File: src/rtl/div_seq_pkg.sv
// Shared types and constants for the sequential restoring divider.
package div_seq_pkg;

  typedef enum logic [1:0] {
    DIV_FREE   = 2'b00,
    DIV_BYZERO = 2'b01,
    DIV_ON     = 2'b10,
    DIV_END    = 2'b11
  } div_state_e;

  localparam logic DivStart          = 1'b1;
  localparam logic DivStop           = 1'b0;
  localparam logic DivResultReady    = 1'b1;
  localparam logic DivResultNotReady = 1'b0;

  localparam int unsigned DivMaxWidth = 64;

  // Two's-complement negate at the widest legal operand size; callers truncate to WIDTH.
  function automatic logic [DivMaxWidth-1:0] twos_negate(input logic [DivMaxWidth-1:0] x);
    return ~x + DivMaxWidth'(1);
  endfunction

endpackage

File: src/rtl/div_seq.sv
// Sequential restoring divider: one quotient bit per clock, signed or unsigned,
// with divide-by-zero short path, abort, and a hold-until-acknowledged result.
module div_seq
  import div_seq_pkg::*;
#(
  parameter int unsigned WIDTH = 32
) (
  input  logic               clk,
  input  logic               rst,
  input  logic               start_i,
  input  logic               annul_i,
  input  logic               signed_div_i,
  input  logic [WIDTH-1:0]   opdata1_i,
  input  logic [WIDTH-1:0]   opdata2_i,
  output logic [2*WIDTH-1:0] result_o,
  output logic               ready_o,
  output logic               div_by_zero_o,
  output logic               busy_o
);

  localparam int unsigned DivW = 2 * WIDTH + 1;
  localparam int unsigned CntW = $clog2(WIDTH + 1);

  div_state_e         state_q, state_d;
  logic [CntW-1:0]    cnt_q, cnt_d;
  logic [DivW-1:0]    dividend_q, dividend_d;
  logic [WIDTH-1:0]   divisor_q, divisor_d;
  logic               sign1_q, sign1_d;
  logic               sign2_q, sign2_d;
  logic [2*WIDTH-1:0] result_q, result_d;
  logic               ready_q, ready_d;
  logic               dbz_q, dbz_d;
  logic               busy_q, busy_d;

  logic [WIDTH-1:0]   mag1, mag2;
  logic [WIDTH-1:0]   diff;
  logic               rem_ge;
  logic [WIDTH-1:0]   quo_raw, rem_raw, quo_fix, rem_fix;

  // Operand magnitudes and one restoring step on the partial remainder.
  always_comb begin
    mag1 = (signed_div_i && opdata1_i[WIDTH-1])
         ? WIDTH'(twos_negate(DivMaxWidth'(opdata1_i))) : opdata1_i;
    mag2 = (signed_div_i && opdata2_i[WIDTH-1])
         ? WIDTH'(twos_negate(DivMaxWidth'(opdata2_i))) : opdata2_i;
    // Upper remainder bit can be set once the divisor exceeds half range.
    rem_ge  = dividend_q[2*WIDTH:WIDTH] >= {1'b0, divisor_q};
    diff    = dividend_q[2*WIDTH-1:WIDTH] - divisor_q;
    quo_raw = dividend_q[WIDTH-1:0];
    rem_raw = dividend_q[2*WIDTH:WIDTH+1];
    quo_fix = (sign1_q ^ sign2_q) ? WIDTH'(twos_negate(DivMaxWidth'(quo_raw))) : quo_raw;
    rem_fix = sign1_q ? WIDTH'(twos_negate(DivMaxWidth'(rem_raw))) : rem_raw;
  end

  // Next-state and registered-output logic.
  always_comb begin
    state_d    = state_q;
    cnt_d      = cnt_q;
    dividend_d = dividend_q;
    divisor_d  = divisor_q;
    sign1_d    = sign1_q;
    sign2_d    = sign2_q;
    result_d   = result_q;
    ready_d    = ready_q;
    dbz_d      = dbz_q;

    unique case (state_q)
      DIV_FREE: begin
        if (annul_i) begin
          state_d = DIV_FREE;
        end else if (start_i == DivStart) begin
          if (opdata2_i == '0) begin
            state_d = DIV_BYZERO;
          end else begin
            state_d    = DIV_ON;
            cnt_d      = '0;
            dividend_d = {{WIDTH{1'b0}}, mag1, 1'b0};
            divisor_d  = mag2;
            sign1_d    = signed_div_i & opdata1_i[WIDTH-1];
            sign2_d    = signed_div_i & opdata2_i[WIDTH-1];
          end
        end
      end
      DIV_BYZERO: begin
        if (annul_i) begin
          state_d = DIV_FREE;
        end else begin
          state_d  = DIV_END;
          result_d = '0;
          ready_d  = DivResultReady;
          dbz_d    = 1'b1;
        end
      end
      DIV_ON: begin
        if (annul_i) begin
          state_d = DIV_FREE;
        end else if (cnt_q == CntW'(WIDTH)) begin
          state_d  = DIV_END;
          result_d = {rem_fix, quo_fix};
          ready_d  = DivResultReady;
          dbz_d    = 1'b0;
        end else begin
          cnt_d      = cnt_q + CntW'(1);
          dividend_d = rem_ge ? {diff, dividend_q[WIDTH-1:0], 1'b1}
                              : {dividend_q[2*WIDTH-1:0], 1'b0};
        end
      end
      DIV_END: begin
        if (start_i == DivStop) begin
          state_d  = DIV_FREE;
          result_d = '0;
          ready_d  = DivResultNotReady;
          dbz_d    = 1'b0;
        end
      end
    endcase

    busy_d = (state_d != DIV_FREE);
  end

  always_ff @(posedge clk) begin
    if (!rst) begin
      state_q    <= DIV_FREE;
      cnt_q      <= '0;
      dividend_q <= '0;
      divisor_q  <= '0;
      sign1_q    <= 1'b0;
      sign2_q    <= 1'b0;
      result_q   <= '0;
      ready_q    <= DivResultNotReady;
      dbz_q      <= 1'b0;
      busy_q     <= 1'b0;
    end else begin
      state_q    <= state_d;
      cnt_q      <= cnt_d;
      dividend_q <= dividend_d;
      divisor_q  <= divisor_d;
      sign1_q    <= sign1_d;
      sign2_q    <= sign2_d;
      result_q   <= result_d;
      ready_q    <= ready_d;
      dbz_q      <= dbz_d;
      busy_q     <= busy_d;
    end
  end

  assign result_o      = result_q;
  assign ready_o       = ready_q;
  assign div_by_zero_o = dbz_q;
  assign busy_o        = busy_q;

endmodule

File: config.mk
export PLATFORM = sky130hd
export DESIGN_NAME = div_seq
export DESIGN_NICKNAME = d
export VERILOG_FILES = /design/src/rtl/div_seq_pkg.sv /design/src/rtl/div_seq.sv
export SDC_FILE = /design/constraint.sdc
export NUM_CORES = 1
export LEC_CHECK = 0
export ABC_AREA = 1
export BUFFER_PORTS_ARGS = -buffer_cell sky130_fd_sc_hd__buf_2
export CAP_MARGIN = 25
export CORE_AREA = 3 3 204 226
export DETAILED_ROUTE_END_ITERATION = 7
export DIE_AREA = 0 0 207 229
export PLACE_DENSITY = 0.42
export SLEW_MARGIN = 20
export SYNTH_ARGS = -nofsm -noshare
export SYNTH_HDL_FRONTEND = slang
export SYNTH_SLANG_ARGS = --single-unit
File: constraint.sdc
create_clock -name clk -period 4.3 [get_ports clk]
set_input_delay 0.215 -clock clk [delete_from_list [all_inputs] [get_ports clk]]
set_output_delay 0.215 -clock clk [all_outputs]
set_load 0.01 [all_outputs]
# Word level (Yosys, flattened, before mapping)
# Cells that the tools add are included.
[totals]
reg_bits = 174
inputBits = 69
out_inout_bits = 67
[classes]
addsub = 6
n_lt_le_gt_ge = 1
n_eq_ne = 12
n_mux = 38
bitwise_logic = 9
reduce_logical = 10
[ops]
columns = ["cell", "n"]
rows = [
  ["65-bit two-way mux", 6],
  ["64-bit two-way mux", 4],
  ["64-bit case mux with 3 select lines", 1],
  ["65-bit case mux with 2 select lines", 1],
  ["32-bit by 1-bit adder with 32-bit output (second input constant)", 4],
  ["32-bit two-way mux", 4],
  ["32-bit inverter", 4],
  ["33-bit by 32-bit >= comparator with 1-bit output", 1],
  ["32-bit logical NOT", 1],
  ["32-bit subtractor", 1],
  ["6-bit two-way mux", 5],
  ["2-bit != test (second input constant)", 8],
  ["2-bit two-way mux", 7],
  ["6-bit case mux with 2 select lines", 1],
  ["2-bit case mux with 4 select lines", 1],
  ["6-bit by 1-bit adder with 6-bit output (second input constant)", 1],
  ["6-bit equality test (second input constant)", 1],
  ["1-bit two-way mux", 6],
  ["1-bit case mux with 3 select lines", 2],
  ["6-bit AND reduction", 1],
  ["5-bit AND reduction", 1],
  ["2-bit equality test (second input constant)", 2],
  ["4-bit AND reduction", 1],
  ["2-bit nonzero test", 2],
  ["other kinds (7)", 10],
]

# Depth between registers and ports, before layout
# Gate-level depths: netlist of the first run.
[logic_depth]
depth_word = 7
mapped_depth = 16
mapped_depth_nobuf = 16

# Worst setup path after synthesis of the first run
# OpenSTA, ideal clock, no wires.
[synth_path]
path_kind = "flip-flop to flip-flop"
startpoint = "reg dividend_q[32]"
endpoint = "reg dividend_q[49]"
setup_ps = 132
arrival_ps = 1754
required_ps = 4168
path_slack_ps = 2414
stages_incl_launch_ff = 15
period_less_slack_ps = 1886
path_cell_list = "dfxtp_1 inv_1 ha_1 inv_1 fa_1 nand3_1 nand3_1 nand2_1 nand3_1 nand2_1 nand2_1 xnor2_1 nand2_1 nand3_1 a21oi_1"
[synth_between]
elab_chain_len = 5
[synth_lines]
columns = ["item", "line_no", "rtl"]
rows = [
  ["from (decl)", "div_seq.sv:26", "logic [DivW-1:0] dividend_q, dividend_d;"],
  ["from (signal assigned)", "div_seq.sv:136", "dividend_q <= dividend_d;"],
  ["32-bit subtractor / 33-bit by 32-bit >= comparator with 1-bit output (equally long branches)", "div_seq.sv:48, div_seq.sv:47", ""],
  ["65-bit two-way mux (*)", "div_seq.sv:104", "dividend_d = rem_ge ? {diff, dividend_q[WIDTH-1:0], 1'b1}"],
  ["65-bit two-way mux (*)", "div_seq.sv:97", "end else if (cnt_q == CntW'(WIDTH)) begin"],
  ["65-bit two-way mux (*)", "div_seq.sv:95", "if (annul_i) begin"],
  ["65-bit case mux with 2 select lines (*)", "div_seq.sv:67", "unique case (state_q)"],
]
# Mark *: on every way between the ends. The rest lies on a longest branch, timed or not. The select of a mux whose other input is x is not followed.
# A chain may end at the register's enable or synchronous reset.

# Final worst setup path of the first run
[layout_path]
startpoint = "reg dividend_q[42]"
endpoint = "reg dividend_q[64]"
# Same word-level chain as after synthesis.

==> results of run 1 <==
## worst paths after layout
| path | start | end | slack [ps] | cells past startpoint |
|---|---|---|---|---|
| min | opdata1_i[31] | dividend_q[32] | 50 | 3 |
| max reg2reg | dividend_q[42] | dividend_q[64] | 1320 | 12 |
| max | dividend_q[42] | dividend_q[64] | 1320 | 12 |
| min reg2reg | result_o[6] | result_o[6] | 460 | 2 |
## cells in the mapped netlist, types with 3 or more instances
cell type  count  area (µm²)
xnor2_1       23         201
nand3_1      187         936
xor2_1        38         333
or2_2          7        43.8
nand3_2       34         340
buf_4         13        97.6
o21ai_1       25         125
o21ai_2        3        26.3
o31ai_1        5        37.5
buf_6         14         158
inv_2         17        63.8
clkbuf_1      32         120
nor2_1       181         679
ha_1          38         475
nand2_1      607        2280
nor3_2         4        40.0
inv_1        287        1080
o211ai_1      11        82.6
nor3_1        24         120
nand4_1       21         131
dfxtp_1      174        3480
a21oi_1      209        1050
and2_1         4        25.0
buf_2         21         105
nand3b_1      15         113
nor2_4         3        33.8
o21ai_0      108         541
a31oi_1       10        62.6
nand2_2       11        68.8
o22ai_1        3        18.8
nor2_2        12        75.1
nand2_4        6        67.6
## area by class of cell
cell class | instances | area (µm²) | share of cell area [%]
Inverter | 307 | 1160 | 7.81
Timing Repair Buffer | 148 | 808 | 5.44
Sequential cell | 174 | 3480 | 23.4
Tap cell | 581 | 727 | 4.89
Clock inverter | 14 | 201 | 1.35
Multi-Input combinational cell | 1603 | 8050 | 54.1
Clock buffer | 18 | 439 | 2.95
## power breakdown
| part | switching, W | leakage, nW | total (W) | internal [W] |
|---|---|---|---|---|
| registers | 0.0000600 | 1.41 | 0.00173 | 0.00167 |
| logic | 0.000792 | 5.56 | 0.00114 | 0.000349 |
| clock network | 0.000768 | 0.314 | 0.00177 | 0.000998 |
| total | 0.00162 | 7.29 | 0.00463 | 0.00301 |
## kinds of logic (layout without fill, tap and decap cells)
family | after synthesis | after routing | share of synthesized area [%]
simple gates | 1121 | 1121 | 38.0
buf+inv | 389 | 487 | 12.5
compound gates | 382 | 382 | 15.3
flops | 174 | 174 | 26.4
xor+xnor | 61 | 61 | 4.05
fa+ha+maj | 39 | 39 | 3.76
## through the flow
stage	total power, W	setup slack (ps)	instance area (µm²)
after floorplan	0.00255	2410	13200
after global placement	0.00292	1090	14200
after detailed placement	0.00292	1090	14200
after CTS	0.00470	1300	14900
after global routing	0.00489	1060	14900
final	0.00463	1320	14900
## worst max-delay path, stage by stage, from the launching register on
cell	delay [ps]
dfxtp_1	570
ha_1	370
nand2_1	140
nor2_2	70
nand2_1	90
inv_1	70
nand3_1	100
nand3_2	130
nor2_8	570
nand2_4	380
nand2_1	190
nand3_1	80
a21oi_1	140
## per-layer routing
metal / wire, µm / vias up
li1: - / 7129
met1: 23100 / 6370
met4: 1920 / 0
met2: 25100 / 269
met3: 1470 / 78
met5: 0 / -
## flip-flops by register name, indices dropped and copies added (netlist names)
name	cells
dividend_q	65
result_o	64
divisor_q	32
cnt_q	6
state_q	2
busy_o	1
div_by_zero_o	1
ready_o	1
sign1_q	1
sign2_q	1
## repair_timing
item,CTS,global route
hold buffers,1,0
endpoints found under the hold margin,1,0
setup buffers,0,0
endpoints found under the setup margin,0,0
## layout by cell type (no fill, tap or decap), drive strengths merged
master	count
a211oi	2
a21o	1
a21oi	211
a31oi	10
and2	4
buf	147
bufinv	4
clkbuf	18
clkinv	7
clkinvlp	1
dfxtp	174
dlygate4sd3	1
fa	1
ha	38
inv	309
nand2	624
nand3	221
nand3b	15
nand4	22
nor2	197
nor3	28
nor4	2
o211ai	11
o21ai	137
o21bai	2
o22ai	3
o31ai	5
or2	8
xnor2	23
xor2	38
==> results_dict.tcl, run 1 <==
set metrics [dict create \
    hold_violations 0 \
    ctsResizeCount 0 \
    clockBufferDepth 2 \
    drive_gt1_share_pct 12.5 \
    firstDrtPassIters 5 \
    final_cells 2845 \
    ioPinCount 136 \
    hpwl_mm 41.0 \
    crit_path_end_kind "flip-flop" \
    area_growth_pct 12.8 \
    fp-row-count 81 \
    met3_usage_pct 3.29 \
    fin_skew_ps 10.1 \
    final-max-slew-violation-count 0 \
    relSlewSlack_pct 37.0 \
    grt.overflow.total 0 \
    power_leakage_nw 7.29 \
    grt_use_total_pct 21.4 \
    syn_area_um2 13200 \
    grt_pass1_wl_mm 78.8 \
    startpoint_type "flip-flop" \
    busiest_layer "met2" \
    final.setup.tns_ps 0 \
    syn-num-nets 2274 \
    syn-instance-count 2166 \
    worstPathArrival_ps 3390 \
    wirelength_mm 51.6 \
    root_buffer "clkbuf_16" \
    antenna_found_initial 0 \
    drc 0 \
    setup_viol 0 \
    rsz0062_at_grt "false" \
    cts_sinks 174 \
    fmax_mhz 336 \
    async_flop_share_pct 0 \
    dieArea_um2 47400 \
    path_clk_slew_ps 80 \
    dp.cells 2812 \
    n_fill_cell 5056 \
    ys_seq_area_share_pct 26.4 \
    htreeDepth 4 \
    synth_edf_count 0 \
    synth_cell_types 47 \
    vias_per_cell 4.87 \
    worstSetupPathType "flip-flop to flip-flop" \
    vias 13800 \
    diodes 0 \
    synth-seq-cells 174 \
    fin_crit_ps 2980 \
    cts_tree "done" \
    synthFlopType "dfxtp_1" \
    met1_usage_pct 26.5 \
    finish.utilization_pct 33.7 \
    clk-insertion-delay-late_ps 490 \
    status "finished clean" \
    tightest_slew_ps 945 \
    crit_fanout 33 \
    die_y_um 229 \
    numCtsBuffers 17 \
    grt_max_degree 67 \
    hold_class "input pin to flip-flop" \
    ys_warn_count 0 \
    required_ps 4720 \
    routabilityCongestion 0.920 \
    avgSynthCellArea_um2 6.09 \
    port_buffers 135 \
    finalCritPeriodShare_pct 69.2 \
    first_global_vias 13200 \
    p_per_area_nw_per_um2 312 \
    irDropWorstVdd_mv 0.207 \
    final_antenna_net_count 0 \
    cap_viol_max_count 0 \
    nNetsFinal 2359 \
    gr-usage-met2_pct 37.1 \
    holdWs_ps 52.6 \
    die_w_um 207 \
    dr.first_iter.drc_count 870 \
    wl_per_cell_um 18.1 \
    start_util_pct 29.8 \
    core_um2 44200 \
]
Power figures use the tool's default switching activity.
==> inputs of run 2 (changes only) <==
Clock period 4.3 ns to 3 ns, I/O delays scaled along.
==> results_dict.tcl, run 2 (synthesis results as in run 1) <==
set metrics [dict create \
    p_per_area_nw_per_um2 427 \
    rr_startpoint "divisor_q[22]" \
    grt_use_total_pct 20.4 \
    regArea_um2 3480 \
    required_ps 3320 \
    core_um2 44200 \
    critical_path_buf_inv_count 2 \
    wirelength_mm 49.3 \
    startpoint_type "flip-flop" \
    crit_family "simple AND/OR/NAND/NOR gates" \
    cts_sinks 174 \
    cpMostUsedCell "nand2_1" \
    worstPathArrival_ps 2760 \
    root_buffer "clkbuf_16" \
    largest_reg_flops 65 \
    power_leakage_nw 7.32 \
    grt.overflow.total 0 \
    tightest_slew_ps 757 \
    vias 13600 \
    n_fill_cell 5089 \
    regMostFlops "dividend_q" \
    nNetsFinal 2373 \
    cap_viol_max_count 0 \
    wl_per_cell_um 17.3 \
    postCtsSetupRepairBufs 0 \
    firstDrtPassIters 5 \
    vias_per_cell 4.78 \
    dieArea_um2 47400 \
    cts_tree "done" \
    crit_slowest_cell "ha_1" \
    final.setup.tns_ps 0 \
    clockBufferDepth 2 \
    htreeDepth 4 \
    die_y_um 229 \
    holdCritStartpoint "opdata2_i[21]" \
    numCtsBuffers 17 \
    first_global_vias 13000 \
    hold_violations 0 \
    antenna_found_initial 0 \
    final_cell_mix "nand2_1, inv_1, a21oi_1" \
    final_cells 2858 \
    critPathMaxStageDelay_ps 450 \
    worstSetupPathType "flip-flop to flip-flop" \
    critPathLaunch "divisor_q[22]" \
    drc 0 \
    grt_max_degree 107 \
    cp_cell_sequence "inv_1 > ha_1 > nand2_1 > nor2_1 > inv_1 > nor2_1 > nand3_1 > nand3_1 > nand2_1 > nand2_1 > nand2_1 > nand3_1 > a21oi_1" \
    drive_gt1_share_pct 13.0 \
    crit_path_end_kind "flip-flop" \
    routabilityCongestion 0.850 \
    hold_class "input pin to flip-flop" \
    start_util_pct 29.8 \
    area_growth_pct 13.1 \
    irDropWorstVdd_mv 0.300 \
    fin_skew_ps 11.5 \
    port_buffers 135 \
    diodes 0 \
    hpwl_mm 39.4 \
    final-max-slew-violation-count 0 \
    status "finished clean" \
    relSlewSlack_pct 49.5 \
    ioPinCount 136 \
    fin_crit_ps 2450 \
    path_clk_slew_ps 80 \
    rsz0062_at_grt "false" \
    die_w_um 207 \
    multi_input_area_um2 8050 \
    dr.first_iter.drc_count 798 \
    total_power_w 0.00636 \
    layout.cells.most_common "nand2_1" \
    setup_viol 0 \
    crit_fanout 5 \
    fmax_mhz 409 \
    dp.cells 2824 \
    clk-insertion-delay-late_ps 460 \
    fp-row-count 81 \
    final_antenna_net_count 0 \
    grt_pass1_wl_mm 76.0 \
    finalCritPeriodShare_pct 81.5 \
]
run 2: changes by cell type in the layout (fill, tap and decap cells not counted), sizes merged:
cell / delta
buf: +12
clkbuf: +1
bufinv: -3
clkinv: +1
dlygate4sd3: +2
run 2: final timing paths:
kind	end	slack (ps)	cells after the start
setup / recovery	dividend_q[56]	550	13
hold reg to reg	result_o[2]	460	2
setup reg to reg	dividend_q[56]	550	13
hold / removal	divisor_q[21]	30	3
run 2: layer usage:
metal	GRT usage, %	part of all wire (%)	vias to the layer above
met5	0	0	-
met4	5.90	2.4	0
met3	2.74	2.5	35
met2	35.8	49	195
met1	26.2	46	6267
li1	-	-	7150
run 2: final cells by class:
class	instances	share of cell area [%]
Clock inverter	12	0.856
Inverter	307	7.79
Tap cell	581	4.87
Clock buffer	19	3.04
Multi-Input combinational cell	1603	54.0
Timing Repair Buffer	162	6.11
Sequential cell	174	23.4
run 2: repair_timing:
item / 4_1_cts / 5_1_grt
gates resized for setup: 0 / 0
endpoints found under the hold margin: 3 / 0
hold buffers: 3 / 0
run 2: worst reg2reg max path, cell delays in order (launching register included):
cell,delay [ps]
dfxtp_1,320
inv_1,140
ha_1,450
nand2_1,140
nor2_1,150
inv_1,100
nor2_1,270
nand3_1,250
nand3_1,120
nand2_1,50
nand2_1,90
nand2_1,70
nand3_1,80
a21oi_1,70
run 2: per-stage QoR:
step           worst slack (ps)  hold WS, ps  utilization (%)  cell area [µm²]
5_1_grt                     340         39.5             33.7            14900
4_1_cts                     497         1.41             33.7            14900
2_1_floorplan              1110          288                -            13200
3_3_place_gp                521          444             32.4            14300
6_report                    554         25.1             33.7            14900
3_5_place_dp                524          445             32.4            14300
run 2: power by group:
part           leakage [nW]  switching, W  internal (W)
registers              1.41     0.0000852       0.00239
clock network         0.283       0.00108       0.00121
logic                  5.62       0.00110      0.000508
==> inputs of run 3 (changes only) <==
Clock period 3 ns to 2.47 ns, I/O delays scaled along.
==> results_dict.tcl, run 3 (synthesis results as in run 1) <==
set metrics [dict create \
    cts_sinks 174 \
    dieArea_um2 47400 \
    drc 0 \
    antenna_found_initial 0 \
    wl_per_cell_um 17.6 \
    cap_viol_max_count 0 \
    fmax_mhz 439 \
    ioPinCount 136 \
    grt_max_degree 64 \
    first_global_vias 13400 \
    fp-row-count 81 \
    die_y_um 229 \
    final_cells 2890 \
    grt_pass1_wl_mm 79.0 \
    startpoint_type "flip-flop" \
    wl_met1_mm 22.9 \
    dp.cells 2851 \
    final_antenna_net_count 0 \
    core_um2 44200 \
    routed-wl-met2_mm 25.5 \
    diodes 0 \
    drive_gt1_share_pct 14.2 \
    fin_crit_ps 2280 \
    grt.overflow.total 0 \
    n_fill_cell 5066 \
    required_ps 2800 \
    finish.utilization_pct 34.6 \
    nNetsFinal 2405 \
    regMostFlops "dividend_q" \
    firstDrtPassIters 7 \
    start_util_pct 29.8 \
    layout.cells.most_common "nand2_1" \
    largest_reg_flops 65 \
    power_leakage_nw 7.51 \
    relSlewSlack_pct 67.4 \
    final-max-slew-violation-count 0 \
    dr.first_iter.drc_count 801 \
    routabilityCongestion 0.916 \
    p_int_w 0.00502 \
    setup_viol 0 \
    wirelength_mm 50.8 \
    holdWs_ps 30.1 \
    hold_violations 0 \
    cts_tree "done" \
    numCtsBuffers 17 \
    wl_met3_mm 1.33 \
    tightest_slew_ps 488 \
    area_growth_pct 15.8 \
    finalCritPeriodShare_pct 92.2 \
    hpwl_mm 41.3 \
    crit_path_end_kind "flip-flop" \
    htreeDepth 4 \
    p_per_area_nw_per_um2 510 \
    crit_fanout 6 \
    path_clk_slew_ps 70 \
    vias 13900 \
    p_switching_w 0.00276 \
    fin_skew_ps 9.73 \
    worstSetupPathType "flip-flop to flip-flop" \
    clk-insertion-delay-late_ps 460 \
    postCtsSetupRepairBufs 0 \
    worstPathArrival_ps 2600 \
    seq_power_share_pct 38.5 \
    pwr-share-comb_pct 26.3 \
    irDropWorstVdd_mv 0.401 \
    root_buffer "clkbuf_16" \
    die_w_um 207 \
    total_power_w 0.00779 \
    dr.max_layer_used "met4" \
    final_cell_mix "nand2_1, inv_1, a21oi_1" \
    clockBufferDepth 2 \
    hold_class "input pin to flip-flop" \
    p_clk_share_pct 35.1 \
    grt_use_total_pct 21.1 \
    vias_per_cell 4.80 \
    swShare_pct 35.5 \
    status "finished clean" \
    port_buffers 135 \
]
run 3: changes by cell type in the layout (fill, tap and decap cells not counted), moves of 3 or more:
cell / before / now
buf_4: 22 / 41
buf_12: 2 / 10
dlygate4sd3_1: 3 / 8
clkinv_4: 6 / 2
clkinvlp_4: 1 / 4
dfxtp_1: 174 / 171
dfxtp_2: 0 / 3
run 3: timing repair:
action / CTS / global route
hold endpoints to repair: 8 / 0
setup endpoints to repair: 0 / 32
resized for setup: 0 / 7
hold buffers: 8 / 0
run 3: power by group through the flow:
stage                     sequential, W  clock [W]  combinational [W]
after floorplan                 0.00303          0            0.00140
after global placement          0.00306          0            0.00207
after detailed placement        0.00307          0            0.00205
after CTS                       0.00300    0.00285            0.00207
after global routing            0.00301    0.00293            0.00232
final                           0.00300    0.00274            0.00205
run 3: critical path, cell delays in order (launching register included):
cell	delay, ps
dfxtp_1	420
ha_1	410
nand2_1	120
nor2_1	250
and2_1	280
nand2_1	80
nand2_1	150
nand2_1	90
nand2_1	70
nand2_1	50
nand2_1	50
nand2_1	50
nand3_1	60
a21oi_1	60
run 3: worst paths after layout:
check | startpoint | to | slack, ps | depth (start not counted)
max | dividend_q[46] | dividend_q[64] | 190 | 13
min | opdata1_i[21] | dividend_q[22] | 30 | 4
max reg2reg | dividend_q[46] | dividend_q[64] | 190 | 13
min reg2reg | result_o[46] | result_o[46] | 460 | 2
run 3: final cells by class:
class | count | area [µm²] | share of cell area, %
Sequential cell | 174 | 3490 | 22.8
Multi-Input combinational cell | 1603 | 8060 | 52.8
Clock buffer | 20 | 457 | 2.99
Tap cell | 581 | 727 | 4.76
Clock inverter | 11 | 109 | 0.713
Inverter | 307 | 1160 | 7.60
Timing Repair Buffer | 194 | 1260 | 8.28
run 3: metrics by stage:
step           worst slack (ps)  setup TNS (ps)  cell area, µm²
2_1_floorplan               584               0           13200
4_1_cts                    97.5               0           15200
3_3_place_gp                126               0           14600
6_report                    194               0           15300
5_1_grt                   -3.41           -3.41           15300
3_5_place_dp                123               0           14600
run 3: layer usage:
| metal | vias to the layer above | global-route usage [%] |
|---|---|---|
| li1 | 7218 | - |
| met4 | 0 | 6.30 |
| met5 | - | 0 |
| met2 | 258 | 37.9 |
| met3 | 47 | 2.03 |
| met1 | 6337 | 26.7 |
